[src/rtl/mux32_8to1_arbiter.sv]
// Round-robin arbiter/sequencer owning the select of a shared 8:1 data mux.
// Optional build macro MUX32_ARB_PRIO0_EN gives requester 0 fixed absolute priority.
module mux32_8to1_arbiter #(
    parameter int DATA_W = 32
) (
    input  logic              clk_i,
    input  logic              rst_n_i,
    input  logic [7:0]        req_i,
    output logic [2:0]        sel_o,
    input  logic [DATA_W-1:0] mux_data_i,
    output logic [7:0]        gnt_o,
    output logic              valid_o,
    input  logic              ready_i,
    output logic [DATA_W-1:0] data_o,
    output logic [2:0]        src_o
);

    typedef enum logic [1:0] {
        ST_ARB  = 2'd0,
        ST_SEL  = 2'd1,
        ST_HOLD = 2'd2
    } state_t;

    state_t              state_q, state_d;
    logic [2:0]          last_q,  last_d;
    logic [2:0]          sel_q,   sel_d;
    logic [7:0]          gnt_q,   gnt_d;
    logic                valid_q, valid_d;
    logic [DATA_W-1:0]   data_q,  data_d;
    logic [2:0]          src_q,   src_d;

    logic [7:0]          rr_req;
    logic [2:0]          cand_idx [8];
    logic [7:0]          cand_hit;
    logic [2:0]          win_idx;
    logic                capture_upd_last;

    // Requesters eligible for the rotating search
    always_comb begin
        rr_req = req_i;
`ifdef MUX32_ARB_PRIO0_EN
        rr_req[0] = 1'b0;
`endif
    end

    // Candidate gi is the (gi+1)-th index after the pointer, wrapping modulo 8
    genvar gi;
    generate
        for (gi = 0; gi < 8; gi++) begin : g_cand
            assign cand_idx[gi] = last_q + 3'(gi + 1);
            assign cand_hit[gi] = rr_req[cand_idx[gi]];
        end
    endgenerate

    // Lowest-numbered hit wins: iterate downward so the nearest candidate is assigned last
    always_comb begin
        win_idx = 3'd0;
        for (int i = 7; i >= 0; i--) begin
            if (cand_hit[i]) begin
                win_idx = cand_idx[i];
            end
        end
`ifdef MUX32_ARB_PRIO0_EN
        if (req_i[0]) begin
            win_idx = 3'd0;
        end
`endif
    end

`ifdef MUX32_ARB_PRIO0_EN
    assign capture_upd_last = (sel_q != 3'd0);
`else
    assign capture_upd_last = 1'b1;
`endif

    always_comb begin
        state_d = state_q;
        last_d  = last_q;
        sel_d   = sel_q;
        gnt_d   = 8'h00;
        valid_d = valid_q;
        data_d  = data_q;
        src_d   = src_q;

        unique case (state_q)
            ST_ARB: begin
                if (req_i != 8'h00) begin
                    sel_d   = win_idx;
                    state_d = ST_SEL;
                end
            end
            ST_SEL: begin
                // A request withdrawn before capture aborts without touching the pointer
                if (req_i[sel_q]) begin
                    data_d  = mux_data_i;
                    src_d   = sel_q;
                    valid_d = 1'b1;
                    gnt_d   = 8'b1 << sel_q;
                    if (capture_upd_last) begin
                        last_d = sel_q;
                    end
                    state_d = ST_HOLD;
                end else begin
                    state_d = ST_ARB;
                end
            end
            ST_HOLD: begin
                if (ready_i) begin
                    valid_d = 1'b0;
                    state_d = ST_ARB;
                end
            end
            default: begin
                state_d = ST_ARB;
            end
        endcase
    end

    always_ff @(posedge clk_i or negedge rst_n_i) begin
        if (!rst_n_i) begin
            state_q <= ST_ARB;
            last_q  <= 3'd7;
            sel_q   <= 3'd0;
            gnt_q   <= 8'h00;
            valid_q <= 1'b0;
            data_q  <= '0;
            src_q   <= 3'd0;
        end else begin
            state_q <= state_d;
            last_q  <= last_d;
            sel_q   <= sel_d;
            gnt_q   <= gnt_d;
            valid_q <= valid_d;
            data_q  <= data_d;
            src_q   <= src_d;
        end
    end

    assign sel_o   = sel_q;
    assign gnt_o   = gnt_q;
    assign valid_o = valid_q;
    assign data_o  = data_q;
    assign src_o   = src_q;

endmodule

[config.mk]
export PLATFORM = sky130hd
export DESIGN_NAME = mux32_8to1_arbiter
export DESIGN_NICKNAME = d
export VERILOG_FILES = /design/src/rtl/mux32_8to1_arbiter.sv
export SDC_FILE = /design/constraint.sdc
export NUM_CORES = 1
export LEC_CHECK = 0
export CAP_MARGIN = 30
export CORE_MARGIN = 3
export CORE_UTILIZATION = 44
export CTS_CLUSTER_DIAMETER = 40
export DETAILED_ROUTE_END_ITERATION = 8
export HOLD_SLACK_MARGIN = 0.02
export PLACE_DENSITY = 0.85
export SKIP_CTS_REPAIR_TIMING = 1
export SLEW_MARGIN = 25
export SYNTH_ARGS = -nofsm -noshare
export SYNTH_HDL_FRONTEND = slang
export SYNTH_SLANG_ARGS = --single-unit
[constraint.sdc]
create_clock -name clk_i -period 4.8 [get_ports clk_i]
set_input_delay 1.44 -clock clk_i [delete_from_list [all_inputs] [get_ports clk_i]]
set_output_delay 1.44 -clock clk_i [all_outputs]
set_load 0.01 [all_outputs]
* Word-level counts from Yosys, hierarchy flattened
Cells that the tools add are included.
Cells by class: magnitude comparators 9, shift operators 1, muxes and demuxes 35, reduce and logical (&&, ||, !) cells 7, add/sub/neg operators 7, equal/unequal tests 5
Operator list (number):
- $lt 3x4->1 const B | 9
- $bmux 1 s3 | 9
- $mux 3 | 8
- $mux 8 | 2
- $add 3x3->3 const B | 4
- $mux 1 | 11
- $reduce_bool 8->1 | 1
- $shl 1x3->8 const A | 1
- $add 3x2->3 const B | 2
- $mux 2 | 3
- $ne 2x2->1 const B | 3
- $pmux 2 s3 | 1
- $reduce_and 2->1 | 3
- $add 3x1->3 const B | 1
- $reduce_and 3->1 | 1
- $eq 2x1->1 const B | 1
- $eq 2x2->1 const B | 1
- $logic_not 2->1 | 1
- $pmux 1 s2 | 1
- $reduce_bool 2->1 | 1
Storage, ports and cells: flip-flop bits (word level) 52, bits of input ports 43

* Depth between registers and ports, before layout
depth after elaboration 10, depth in mapped cells 10, gate-level depth less buffers 8

* Worst setup path before layout
OpenSTA, ideal clock, no wires.
path kind input -> register, from in req_i[5], to reg sel_q[0], in the netlist sel_o[0], data arrival time 2796 ps, stages on the path 6, setup slack 1904 ps, data required time 4699 ps, path buffers 0, path through mux2_2 > a221o_1 > o32ai_2 > a21oi_1 > o21a_1 > o32ai_1
On the way: longest elaborated chain between the ends 10
RTL lines:
- from (decl) | line 8 | input logic [7:0] req_i,
- $bmux 1 s3 | line 51 | assign cand_hit[gi] = rr_req[cand_idx[gi]];
- $mux 1 (not written as such) | line 51
- $mux 3 (8 in series) | line 59 | if (cand_hit[i]) begin
- to (signal assigned) | line 131 | sel_q <= sel_d;
- to (decl) | line 26 | logic [2:0] sel_q, sel_d;
Several ways; a longest one is shown, not always the timed one. The select of a mux whose other input is x is not followed. A chain may end at the register's enable or synchronous reset.

* Worst setup path in the final report
from reg last_q[0], to reg sel_q[1], in the netlist sel_o[1]
On the way: longest elaborated chain between the ends 10
RTL lines:
- from (decl) | line 25 | logic [2:0] last_q, last_d;
- from (signal assigned) | line 130 | last_q <= last_d;
- $add 3x3->3 / $bmux 1 s3 (equally long branches) | line 50, 51
- $bmux 1 s3 / $mux 1 (equally long branches) | line 51
- $mux 1 (not written as such) / $mux 3 (equally long branches) | line 51, 59
- $mux 3 (6 in series) | line 59
- $mux 3 (*) | line 59
Mark *: on every way between the ends. The rest lies on a longest branch, timed or not. The select of a mux whose other input is x is not followed.

==> impl_results.md <==
* Run status: completed
* DRT Wirelength at 7.87 mm
* Multi-input logic area at 0.00153 mm²
* Commonest non-fill, non-tap cell in the layout: clkdlybuf4s50_1
* Cells after synthesis at about 240
* Most frequent cells in the layout: clkdlybuf4s50_1 (88), dfrtp_1 (49), mux2_2 (47)
* P_leak at 1.63 nW
* Worst-path fanout max at 21
* Post-synth EDFFs at 0
* Area delta synth->final at 36.7%
* TritonCTS clock tree: built
* DRT antenna net count at 0
* Layout cell share with drive strength beyond 1 at 23.3%
* Initial antenna violation count at 0
* I/O pin total at 90
* Fill count at 505
* Average cell area after synthesis at 12.4 µm²
* # rows at 29
* Post-synth cell types at 49
* Final Setup Violations at 0
* Max_cap viols at 0
* Simple-Gate Fraction of Synth Area at 8.64%
* Max Buffers Root-to-Sink at 2
* Hpwl dp at 5.83 mm
* Sw Ratio at 38.6%
* Reg area at 0.00131 mm²
* Global-route wire length before repair at about 12 mm
* Yosys Warn Count at 0
* Die H at ~88 µm
* Nets at 366
* Register area share after synthesis at between 40% and 50%
* Gpl congestion at about 0.95
* Overall global routing resource usage at 20.5%
* Core box area at 0.00639 mm²
* Crit Path Class: register to register
* Startpoint Class: register
* Mapped Nets at 281
* PortBufs at 89
* Class of the worst hold path: register to register
* Clock power share at 12.1%
* R2r setup slk at 1.28 ns
* Number of global-route vias before repair at between 2000 and 2500
* Sequential fraction of design power at 28.4%
* Switching power at 1.15 mW
* Die area at between 0.007 and 0.008 mm²
* Seq cells post-synth at 52
* Post-synthesis adder-cell area fraction at 0.855%
* Final Slew Violations at 0
* Clk Latency, worst-skew pair at 0.31 ns
* Clk root buf: clkbuf_8
* Starting Density at 45.8%
* RSZ-0062 raised after global routing: false
* Hold Fails Final Rpt at 0
* Slew margin rel. at approximately 53%
* Arr. time, crit path at about 3.7 ns
* Sink Count at 52
* Cell Int Power at 1.83 mW
* FMAX at ~280 MHz
* Pwr Density at 747 mW/mm²
* Via count at 2393
* Ant diodes at 0
* DRT iter0 DRCs at 320
* CP required at between 4 and 5 ns
* Average wire per standard cell at about 20 µm
* Clock transition at the registers of the reported paths at 0.10 ns
* Post-Syn Area at 0.00293 mm²
* Largest net degree at the start of global routing at 53
* DRC viols at 0
* Number of H-tree levels at 2
* Synth async-reset ratio at 100%
* Synth Area in Compound Gates at around a tenth
* Total gr overflow at 0
* Total CTS buffers at 5
* Worst IR drop on VDD at 0.411 mV
* Via density at 6.00
* Dominant synthesized flop cell: dfrtp_1
* Worst hold slack at 0.499 ns
* Final Skew at 0.0128 ns
* Tmin final at 3.52 ns
* Period utilization at 73.4%
* Chip width at between 80 and 90 µm
* XOR/XNOR Fraction of Synth Area at 0.898%
* Mux cell area share after synthesis at 31.6%
* Largest family of logic cells by synthesized area: multiplexers
* Critical path endpoint category: register
* Worst-Margin Slew at 0.700 ns
* Setup TNS at 0 ns
* Drt pass-1 iters at 5
* Comb pwr share at 59.4%
-- synthesized netlist by cell type, types with 2 or more instances --
cell type	n	share of area [%]
buf_2	6	1.0
clkbuf_1	5	0.64
dfstp_2	3	2.7
nand3_1	3	0.51
and4_1	2	0.60
a31oi_1	2	0.43
o21a_1	2	0.51
dfrtp_1	49	42
mux2_2	47	18
nand3b_1	2	0.51
nor2_1	13	1.7
mux4_1	4	3.6
and3_1	6	1.3
a21o_1	2	0.51
nor4_1	2	0.43
mux2_4	2	1.0
o21ai_0	7	1.2
nand2_1	11	1.4
mux4_2	8	6.2
a21oi_1	7	1.2
nand2b_1	4	0.86
mux2i_1	8	2.7
a211oi_1	2	0.51
inv_1	7	0.90
xor2_1	2	0.60
ha_1	2	0.86
a221oi_1	4	1.2
nor2b_1	3	0.64
-- layout make-up --
type,instances,area share [%]
Multi-Input combinational cell,164,38.3
Sequential cell,52,32.6
Timing Repair Buffer,91,22.5
Tap cell,77,2.41
Clock buffer,5,1.72
Clock inverter,3,1.72
Inverter,7,0.657
-- routing by layer --
metal	vias to the layer above	part of all wire [%]	global-route usage [%]
met2	158	50	32.2
li1	1065	-	-
met3	16	9.6	6.59
met5	-	0	0
met4	0	1.8	5.30
met1	1154	39	27.6
-- power groups by stage --
stage | clock network (mW) | logic (mW) | registers (mW)
3_3_place_gp | 0 | 1.72 | 0.837
2_1_floorplan | 0 | 1.13 | 0.839
3_5_place_dp | 0 | 1.75 | 0.852
4_1_cts | 0.365 | 1.76 | 0.850
6_report | 0.362 | 1.78 | 0.850
5_1_grt | 0.388 | 1.91 | 0.882
-- final timing paths --
| path | from | endpoint | depth (start not counted) |
|---|---|---|---|
| max in group asynchronous | rst_n_i | src_o[1] | 1 |
| worst min-delay path | valid_o | valid_o | 1 |
| worst min register to register | valid_o | valid_o | 1 |
| worst max-delay path | last_q[0] | sel_o[1] | 8 |
| worst max register to register | last_q[0] | sel_o[1] | 8 |
| min in group asynchronous | rst_n_i | data_o[18] | 1 |
-- kinds of logic after synthesis --
family | Yosys count
multiplexers | 69
AND/OR/NAND/NOR | 49
buffers and inverters | 20
flip-flops | 52
XOR/XNOR | 3
AO/OA/AOI/OAI | 41
adder cells (fa/ha/maj) | 2
-- sequential cells by signal, summed over array words and instances, names as in the netlist --
name,count
data_o,32
gnt_o,8
last_q,3
sel_o,3
src_o,3
state_q,2
valid_o,1
-- metrics by stage --
step / std cells / setup WS, ns / total power [mW] / cell area, µm² / utilization (%)
final: 399 / 1.28 / 2.99 / 4000 / 62.6
after global placement: 390 / 1.14 / 2.56 / 3850 / 60.4
after global routing: 399 / 0.931 / 3.18 / 4000 / 62.6
after floorplan: 236 / 1.90 / 1.97 / 2930 / -
after CTS: 398 / 1.23 / 2.98 / 4000 / 62.6
after detailed placement: 390 / 1.03 / 2.61 / 3860 / 60.4
-- critical path, cell delays in order, from the launching register on --
cell and delay (ns):
dfstp_2 0.83, inv_1 0.26, ha_1 0.65, mux4_1 0.72, mux2i_1 0.38, nand2_1 0.13, o221ai_1 0.19, o21ai_0 0.11
a21boi_1 0.13
(Power assumes the default switching activity.)
